### src/rtl/cpu_ctrl_pkg.sv
// Shared constants for the CPU run controller and the data-memory dump path.
package cpu_ctrl_pkg;

  localparam int CPU_ADDR_W    = 9;
  localparam int CPU_DATA_W    = 32;
  localparam int CPU_MEM_WORDS = 512;

  localparam logic [31:0] CPU_HALT_WORD = 32'hFFFF_FFFF;

  typedef logic [2:0] run_state_t;

  localparam run_state_t ST_IDLE  = 3'd0;
  localparam run_state_t ST_RUN   = 3'd1;
  localparam run_state_t ST_DRAIN = 3'd2;
  localparam run_state_t ST_DUMP  = 3'd3;
  localparam run_state_t ST_DONE  = 3'd4;

endpackage

### src/rtl/mem_dump_streamer.sv
// Streams every data-memory word out over valid/ready while start_dump is held.
// dump_valid/dump_ready: a word transfers on any rising edge where both are 1;
// dump_data/dump_index stay stable while dump_valid=1 and dump_ready=0.
module mem_dump_streamer
  import cpu_ctrl_pkg::*;
#(
  parameter int MEM_WORDS = CPU_MEM_WORDS,
  parameter int ADDR_W    = CPU_ADDR_W,
  parameter int DATA_W    = CPU_DATA_W
) (
  input  logic              clk,
  input  logic              reset,
  input  logic              start_dump,
  output logic              dump_finished,
  output logic              mem_rd_en,
  output logic [ADDR_W-1:0] mem_rd_addr,
  input  logic [DATA_W-1:0] mem_rd_data,
  output logic              dump_valid,
  input  logic              dump_ready,
  output logic [DATA_W-1:0] dump_data,
  output logic [ADDR_W-1:0] dump_index
);

  localparam logic [ADDR_W:0]   WORDS    = (ADDR_W+1)'(MEM_WORDS);
  localparam logic [ADDR_W-1:0] LAST_IDX = ADDR_W'(MEM_WORDS - 1);

  // One extra bit lets next_addr reach MEM_WORDS without wrapping to 0.
  logic [ADDR_W:0]   next_addr;
  logic              in_flight;
  logic [ADDR_W-1:0] rd_addr_q;
  logic              issue;

  always_comb begin
    issue = start_dump && !in_flight && (!dump_valid || dump_ready) && (next_addr < WORDS);
  end

  assign mem_rd_en     = issue;
  assign mem_rd_addr   = next_addr[ADDR_W-1:0];
  assign dump_finished = dump_valid && dump_ready && (dump_index == LAST_IDX);

  always_ff @(posedge clk) begin
    if (reset || !start_dump) begin
      next_addr  <= '0;
      in_flight  <= 1'b0;
      rd_addr_q  <= '0;
      dump_valid <= 1'b0;
      dump_data  <= '0;
      dump_index <= '0;
    end else begin
      in_flight <= issue;
      if (issue) begin
        next_addr <= next_addr + 1'b1;
        rd_addr_q <= mem_rd_addr;
      end
      // A read in flight implies the output register is free this cycle.
      if (in_flight) begin
        dump_valid <= 1'b1;
        dump_data  <= mem_rd_data;
        dump_index <= rd_addr_q;
      end else if (dump_valid && dump_ready) begin
        dump_valid <= 1'b0;
      end
    end
  end

endmodule

### src/rtl/cpu_run_controller.sv
// Run sequencer: start -> run until halt word -> drain -> dump data memory -> done.
// Optional watchdog (forces drain after MAX_CYCLES run cycles) under CPU_RUN_WATCHDOG_EN.
module cpu_run_controller
  import cpu_ctrl_pkg::*;
#(
`ifdef CPU_RUN_WATCHDOG_EN
  parameter logic [31:0] MAX_CYCLES = 32'd100000,
`endif
  parameter logic [31:0] HALT_WORD    = CPU_HALT_WORD,
  parameter int          DRAIN_CYCLES = 3,
  parameter int          MEM_WORDS    = CPU_MEM_WORDS,
  parameter int          ADDR_W       = CPU_ADDR_W,
  parameter int          DATA_W       = CPU_DATA_W
) (
  input  logic              CLOCK,
  input  logic              reset,
  input  logic              start,
  input  logic [31:0]       ifid_instruction,
  output logic              cpu_en,
  output logic              mem_rd_en,
  output logic [ADDR_W-1:0] mem_rd_addr,
  input  logic [DATA_W-1:0] mem_rd_data,
  output logic              dump_valid,
  input  logic              dump_ready,
  output logic [DATA_W-1:0] dump_data,
  output logic [ADDR_W-1:0] dump_index,
  output logic [31:0]       cycle_count,
  output logic              busy,
  output logic              done,
`ifdef CPU_RUN_WATCHDOG_EN
  output logic              timeout,
`endif
  output run_state_t        dbg_state
);

  localparam logic [31:0] DRAIN_N = 32'(DRAIN_CYCLES);

  run_state_t  state;
  logic [31:0] drain_cnt;
  logic        halt_seen;
  logic        wdog_hit;
  logic        dump_finished;

  assign halt_seen = (ifid_instruction == HALT_WORD);
`ifdef CPU_RUN_WATCHDOG_EN
  // True on the run cycle that brings cycle_count up to MAX_CYCLES.
  assign wdog_hit = (cycle_count >= MAX_CYCLES - 32'd1);
`else
  assign wdog_hit = 1'b0;
`endif

  assign cpu_en    = (state == ST_RUN) || (state == ST_DRAIN);
  assign busy      = cpu_en || (state == ST_DUMP);
  assign done      = (state == ST_DONE);
  assign dbg_state = state;

  always_ff @(posedge CLOCK) begin
    if (reset) begin
      state       <= ST_IDLE;
      cycle_count <= '0;
      drain_cnt   <= '0;
`ifdef CPU_RUN_WATCHDOG_EN
      timeout     <= 1'b0;
`endif
    end else begin
      if (cpu_en && (cycle_count != '1)) cycle_count <= cycle_count + 32'd1;
      case (state)
        ST_IDLE: if (start) state <= ST_RUN;
        ST_RUN: begin
          if (halt_seen || wdog_hit) begin
`ifdef CPU_RUN_WATCHDOG_EN
            if (!halt_seen) timeout <= 1'b1;
`endif
            if (DRAIN_N == 32'd0) begin
              state <= ST_DUMP;
            end else begin
              state     <= ST_DRAIN;
              drain_cnt <= DRAIN_N;
            end
          end
        end
        ST_DRAIN: begin
          if (drain_cnt <= 32'd1) state <= ST_DUMP;
          else                    drain_cnt <= drain_cnt - 32'd1;
        end
        ST_DUMP: if (dump_finished) state <= ST_DONE;
        ST_DONE: state <= ST_DONE;
        default: state <= ST_IDLE;
      endcase
    end
  end

  mem_dump_streamer #(
    .MEM_WORDS (MEM_WORDS),
    .ADDR_W    (ADDR_W),
    .DATA_W    (DATA_W)
  ) u_streamer (
    .clk           (CLOCK),
    .reset         (reset),
    .start_dump    (state == ST_DUMP),
    .dump_finished (dump_finished),
    .mem_rd_en     (mem_rd_en),
    .mem_rd_addr   (mem_rd_addr),
    .mem_rd_data   (mem_rd_data),
    .dump_valid    (dump_valid),
    .dump_ready    (dump_ready),
    .dump_data     (dump_data),
    .dump_index    (dump_index)
  );

endmodule

### config.mk
export PLATFORM = sky130hd
export DESIGN_NAME = cpu_run_controller
export DESIGN_NICKNAME = d
export VERILOG_FILES = /design/src/rtl/cpu_ctrl_pkg.sv /design/src/rtl/mem_dump_streamer.sv /design/src/rtl/cpu_run_controller.sv
export SDC_FILE = /design/constraint.sdc
export NUM_CORES = 1
export LEC_CHECK = 0
export CAP_MARGIN = 20
export CORE_UTILIZATION = 44
export CTS_CLUSTER_DIAMETER = 50
export CTS_CLUSTER_SIZE = 24
export DETAILED_ROUTE_END_ITERATION = 10
export PLACE_DENSITY = 0.86
export SYNTH_ARGS = -nofsm -noshare
export SYNTH_HDL_FRONTEND = slang
export SYNTH_SLANG_ARGS = --single-unit
### constraint.sdc
create_clock -name CLOCK -period 2.4 [get_ports CLOCK]
set_clock_uncertainty 0.05 [all_clocks]
set_input_delay 0.36 -clock CLOCK [delete_from_list [all_inputs] [get_ports CLOCK]]
set_output_delay 0.36 -clock CLOCK [all_outputs]
set_load 0.05 [all_outputs]
==> out/results.ini, run 1 <==
[status]
outcome=finished, violations left
failed_checks=negative setup slack

[power]
powerDensity_nw_per_um2=578
p_leak_nw=3.01
vdd_ir_drop_max_mv=0.532

[routing]
avgRoutedWirePerCell_microns=14.9
drc=0
drt_wl_total_mm=15.0
first_pass_iters=4
dr_total_vias=5257
drtAntennaViolNets=0
drt_iter0_drc=254
via_per_inst=5.21

[final_layout]
drive_gt1_share_pct=16.0
fin_nets=897
nFillCells=981
stdcell_count=1009
area_growth_pct=47.8
n_antenna_cell=0

[synth]
synthTopCellsByArea=dfxtp_1 45%, mux2i_1 9.2%, nor2_1 8.5%, xnor2_1 6.0%, nand4_1 3.3%
synthArstFlopShare_pct=0
ys_seq_area_share_pct=45.0
synthDistinctLibCells=44
yosys.area.top_type=dfxtp_1
syn_nets=716
syn-cell-area_sq_um=5740
yosys_warnings=0
synth_top_area_share_pct=45.0
synth.avg_cell_area_sq_um=8.91
ys_ff_latch=129
synth_cells=644
ys.flop_type=dfxtp_1
synth_edf_count=0

[clocking]
clk_pin_slew_ps=60
cts_tree=built
cts_made_buffers=17
htreeDepth=4
clockRootBuffer=clkbuf_16
cts_hold_buf=0
cts_buffer_depth=2
clk_latency_ps=420
cts_sinks=129

[critical_path]
max_stage_delay_ps=520
crit_required_ps=2650
endpoint_kind=register
cp-start-kind=register
path_cells=or4_4 > or3_4 > o41ai_4 > buf_4 > and2_1 > or3_1 > a21oi_1
crit_arrival_ps=2670
crit_family=simple AND/OR/NAND/NOR gates
crit_type=register to register
critical_path_buf_inv_count=1
crit_fanout=13
crit_slowest_cell=or4_4

[timing]
holdWs_ps=442
worst_pin_slew_ps=698
relSlewSlack_pct=53.5
timing.final.crit_share_pct=101
fin_ws_ps=-19.9
rsz0062_at_grt=true
setup_viol=8
min_period_ps=2420
fin_tns_setup_ps=-85.1
fmax_mhz=413
drv_slew=0
finalHoldViolations=0

[placement]
gp_congestion=0.807
dp.cells=974
place_ws_ps=-163
port-buffer-count=157
hpwlAfterDp_mm=10.3

[grt]
antenna_found_initial=0
grt_max_degree=62
grt-ovfl-total=0
grt_pass1_wl_mm=24.2
grt_use_total_pct=23.0
grt_pass1_vias=5145

[floorplanning]
die_y_microns=116
die_w_microns=116
die_area_sq_um=13500
pin_count=158
start_util_pct=45.3
num_rows=41
core_sq_um=12700

[hold_path]
hp-class=register to register

[run]
maxCapViolations=0

[cells by family after synthesis]
| kind of cell | Yosys count | share of synthesized area [%] |
|---|---|---|
| AO/OA/AOI/OAI | 64 | 7.89 |
| XOR/XNOR | 57 | 8.70 |
| adder cells (fa/ha/maj) | 4 | 0.872 |
| buffers and inverters | 60 | 4.62 |
| flip-flops | 129 | 45.0 |
| multiplexers | 53 | 9.25 |
| AND/OR/NAND/NOR | 277 | 23.7 |
[layer usage]
metal | wire (microns) | track usage [%]
met5 | 0 | 0
met3 | 1030 | 7.94
met2 | 7590 | 39.3
met1 | 6100 | 26.3
met4 | 272 | 9.15
[repair_timing]
item,CTS,global route
buffers inserted,2,2
resized for setup,2,23
pin swaps,1,12
hold endpoints to repair,0,0
endpoints found under the setup margin,15,26
[registers in the layout, indices dropped and copies added (netlist names)]
signal,cells
u_streamer.dump_index,9
u_streamer.in_flight,1
u_streamer.dump_valid,1
drain_cnt,32
u_streamer.next_addr,10
u_streamer.dump_data,32
dbg_state,3
u_streamer.rd_addr_q,9
cycle_count,32
[worst min-delay path: stages, from the launching register on]
cell	delay (ps)
dfxtp_1	320
mux2i_1	70
nor2_1	70
[placed cells by master, fill, tap and decap left out, types with 17 or more instances in the layout]
cell,count
buf_4,44
clkbuf_16,17
clkdlybuf4s50_1,154
dfxtp_1,115
inv_1,18
mux2i_1,53
nand3_1,27
nand4_1,30
nor2_1,128
xnor2_1,37
xor2_1,18
[Yosys cell counts, types with 3 or more instances]
master and n:
a21o_1 5, or4_1 8, inv_1 18, a211oi_1 9, a21oi_1 26, xor2_1 18, and3_1 8, nand4_1 30
and2_1 3, nand3_1 27, dfxtp_1 129, nand2b_1 5, and4_1 4, o31ai_1 3, nand2_1 15, clkbuf_1 30
xnor2_1 39, nor3_1 16, a2111oi_0 3, nor4_1 9, nor2_1 130, o21ai_0 5, buf_4 10, or3_1 8
a31oi_1 3, mux2i_1 53, ha_1 4, or2_2 3, nor2b_1 3
[through the flow]
| step | power, mW | area (sq um) | utilization [%] |
|---|---|---|---|
| finish | 4.90 | 8480 | 66.9 |
| global route | 5.05 | 8480 | 66.9 |
| CTS | 4.93 | 8370 | 66.1 |
| detailed placement | 2.41 | 7760 | 61.3 |
| global placement | 2.40 | 7760 | 61.3 |
| floorplan | 2.26 | 5840 | - |
[area by class of cell]
type                    count  area (sq um)  share of cell area [%]
clock buffers              22           474                    5.59
clock inverters             9           106                    1.25
inverters                  18          67.6                   0.797
multi-input cells         455          3040                    35.9
flip-flops and latches    129          2600                    30.7
well taps                 172           215                    2.54
repair buffers            204          1970                    23.2
[power breakdown]
group          total [mW]  switching, mW  internal [mW]  leakage (nW)
registers            2.15        0.00872           2.15          1.05
logic               0.207         0.0807          0.126          1.68
clock network        2.54          0.936           1.60         0.286
[final timing paths]
check	from	endpoint	slack (ps)	cells after the start
worst min register to register	u_streamer.dump_data[28]	u_streamer.dump_data[28]	440	2
worst max register to register	drain_cnt[3]	drain_cnt[0]	-20	7
worst min-delay path	u_streamer.dump_data[28]	u_streamer.dump_data[28]	440	2
worst max-delay path	drain_cnt[3]	drain_cnt[0]	-20	7
Note: power is estimated with default switching activity, not from simulation.
==> run 2, diff against run 1 <==
--- a/config.mk
+++ b/config.mk
@@ -6,11 +6,13 @@
 export NUM_CORES = 1
 export LEC_CHECK = 0
 export CAP_MARGIN = 20
-export CORE_UTILIZATION = 44
+export CORE_UTILIZATION = 57
 export CTS_CLUSTER_DIAMETER = 50
 export CTS_CLUSTER_SIZE = 24
 export DETAILED_ROUTE_END_ITERATION = 10
-export PLACE_DENSITY = 0.86
+export DONT_BUFFER_PORTS = 1
+export PLACE_DENSITY = 0.84
+export SETUP_SLACK_MARGIN = 0.05
 export SYNTH_ARGS = -nofsm -noshare
 export SYNTH_HDL_FRONTEND = slang
 export SYNTH_SLANG_ARGS = --single-unit
==> run 2 against run 1 <==
The run still ends with negative setup slack left. Via count is 1.1% lower. Final cell count down 12%. Sequential cell count unchanged. Clock power decreased by 4%. Total power shrank 3.1%. Hold slack worse by 370 ps. Cell area down 11%. Sequential share of layout area increased by 3.8 points. Critical endpoint is now drain_cnt[14].
==> out/results.ini, run 2 (synthesized netlist as in run 1, its figures left out) <==
[final_layout]
reg_top3=cycle_count x32, drain_cnt x32, u_streamer.dump_data x32
n_antenna_cell=0
final_cell_mix=130 x nor2_1, 110 x dfxtp_1, 77 x buf_4
regArea_sq_um=2610
fin_util_pct=77.3
final_common_cell=nor2_1
area_growth_pct=31.7
multi_input_area_sq_um=3040
fin_nets=815
drive_gt1_share_pct=23.9
nFillCells=632

[grt]
grt-ovfl-total=0
grt_pass1_vias=5159
grt_max_degree=62
grt_pass1_wl_mm=25.0
antenna_found_initial=0
grt_use_total_pct=31.6

[timing]
finalHoldViolations=0
setup_viol=11
relSlewSlack_pct=38.3
min_period_ps=2470
worst_pin_slew_ps=924
fmax_mhz=405
timing.final.crit_share_pct=103
drv_slew=0
fin_ws_ps=-68.5
rsz0062_at_grt=true

[run]
maxCapViolations=0

[power]
p_leak_nw=2.83
combPwrFrac_pct=3.0
clkPwrFrac_pct=51.7
power.internal_mw=3.56
vdd_ir_drop_max_mv=0.539
powerDensity_nw_per_um2=628
p_sw_share_pct=24.9
power_frac_seq_pct=45.3
p_sw_mw=1.18

[hold_path]
hold_path_depth=2
hp-class=input pin to register

[critical_path]
crit_arrival_ps=2830
critical_path_buf_inv_count=3
crit_top_cell=or4_4
crit_cells=9
crit_fanout=5
endpoint_kind=register
crit_slowest_cell=or4_4
crit_required_ps=2760
max_stage_delay_ps=540
crit_type=register to register
crit_family=simple AND/OR/NAND/NOR gates
worstRegToRegCells=9
path_cells=or4_4 > or4_4 > o41ai_4 > buf_6 > buf_4 > buf_16 > a21oi_2 > xnor2_1 > nor2_1
cp-start-kind=register

[floorplanning]
start_util_pct=58.7
core_sq_um=9770
pin_count=158
num_rows=36
die_w_microns=102
die_y_microns=102
die_area_sq_um=10500

[placement]
port-buffer-count=0
gp_congestion=0.845
hpwlAfterDp_mm=9.90
place_ws_ps=-79.7

[routing]
drc=0
avgRoutedWirePerCell_microns=18.7
drt_wl_total_mm=16.6
via_per_inst=5.85
drtAntennaViolNets=0
dr_total_vias=5199
drt_iter0_drc=267
first_pass_iters=5

[clocking]
clk_pin_slew_ps=60
htreeDepth=4
cts_made_buffers=17
cts_tree=built
cts_buffer_depth=2
clk_latency_ps=530
clockRootBuffer=clkbuf_8
cts_sinks=129

[status]
failed_checks=negative setup slack
outcome=finished, violations left

## run 2: cell types whose count changed in the layout (fill, tap and decap cells not counted), sizes merged, moves of 3 or more
cell	delta
buf	+38
clkbuf	-3
clkdlybuf4s50	-154
dlygate4sd3	+32
inv	+8
## run 2: final timing paths
kind | slack, ps | from | endpoint
worst max register to register | -70 | drain_cnt[19] | drain_cnt[14]
worst min-delay path | 80 | reset | dbg_state[2]
worst min register to register | 460 | u_streamer.rd_addr_q[5] | u_streamer.rd_addr_q[5]
worst max-delay path | -70 | drain_cnt[19] | drain_cnt[14]
## run 2: through the flow
stage,cell area [sq um],power [mW],std cells,hold slack [ps],setup TNS [ps]
4_1_cts,7410,4.75,882,66.6,-14.9
6_report,7560,4.75,889,75.4,-421
2_1_floorplan,5860,2.26,644,394,-1890
3_5_place_dp,6430,2.28,813,385,-241
3_3_place_gp,6430,2.28,813,379,0
5_1_grt,7560,4.87,889,73.9,-1580
## run 2: area by class of cell
cell class	instances	area share [%]
Clock inverter	14	1.85
Clock buffer	18	5.66
Inverter	18	0.894
Timing Repair Buffer	121	14.7
Tap cell	133	2.20
Multi-Input combinational cell	456	40.2
Sequential cell	129	34.5
## run 2: what timing repair did
action / CTS / global route
buffers inserted: 2 / 4
resized for setup: 6 / 18
endpoints found under the setup margin: 34 / 33
hold endpoints to repair: 70 / 0
pin swaps: 9 / 15
cloned: 2 / 2
hold buffers: 33 / 0
## run 2: power groups by stage
| stage | Combinational [mW] | Clock (mW) | Sequential (mW) |
|---|---|---|---|
| after global routing | 0.151 | 2.57 | 2.15 |
| after global placement | 0.0801 | 0 | 2.20 |
| after floorplan | 0.0495 | 0 | 2.21 |
| final | 0.143 | 2.45 | 2.15 |
| after detailed placement | 0.0823 | 0 | 2.20 |
| after CTS | 0.139 | 2.46 | 2.15 |
## run 2: worst reg2reg max path, cell delays in order (launching register included)
cell,delay [ps]
dfxtp_2,320
or4_4,540
or4_4,460
o41ai_4,270
buf_6,200
buf_4,150
buf_16,120
a21oi_2,50
xnor2_1,140
nor2_1,60
## run 2: layer usage
metal	vias up	part of all wire, %	GRT usage, %
met5	-	0	0
met4	0	3.0	14.5
met3	52	7.1	10.2
met2	222	52	57.2
met1	2486	38	33.4
li1	2439	-	-
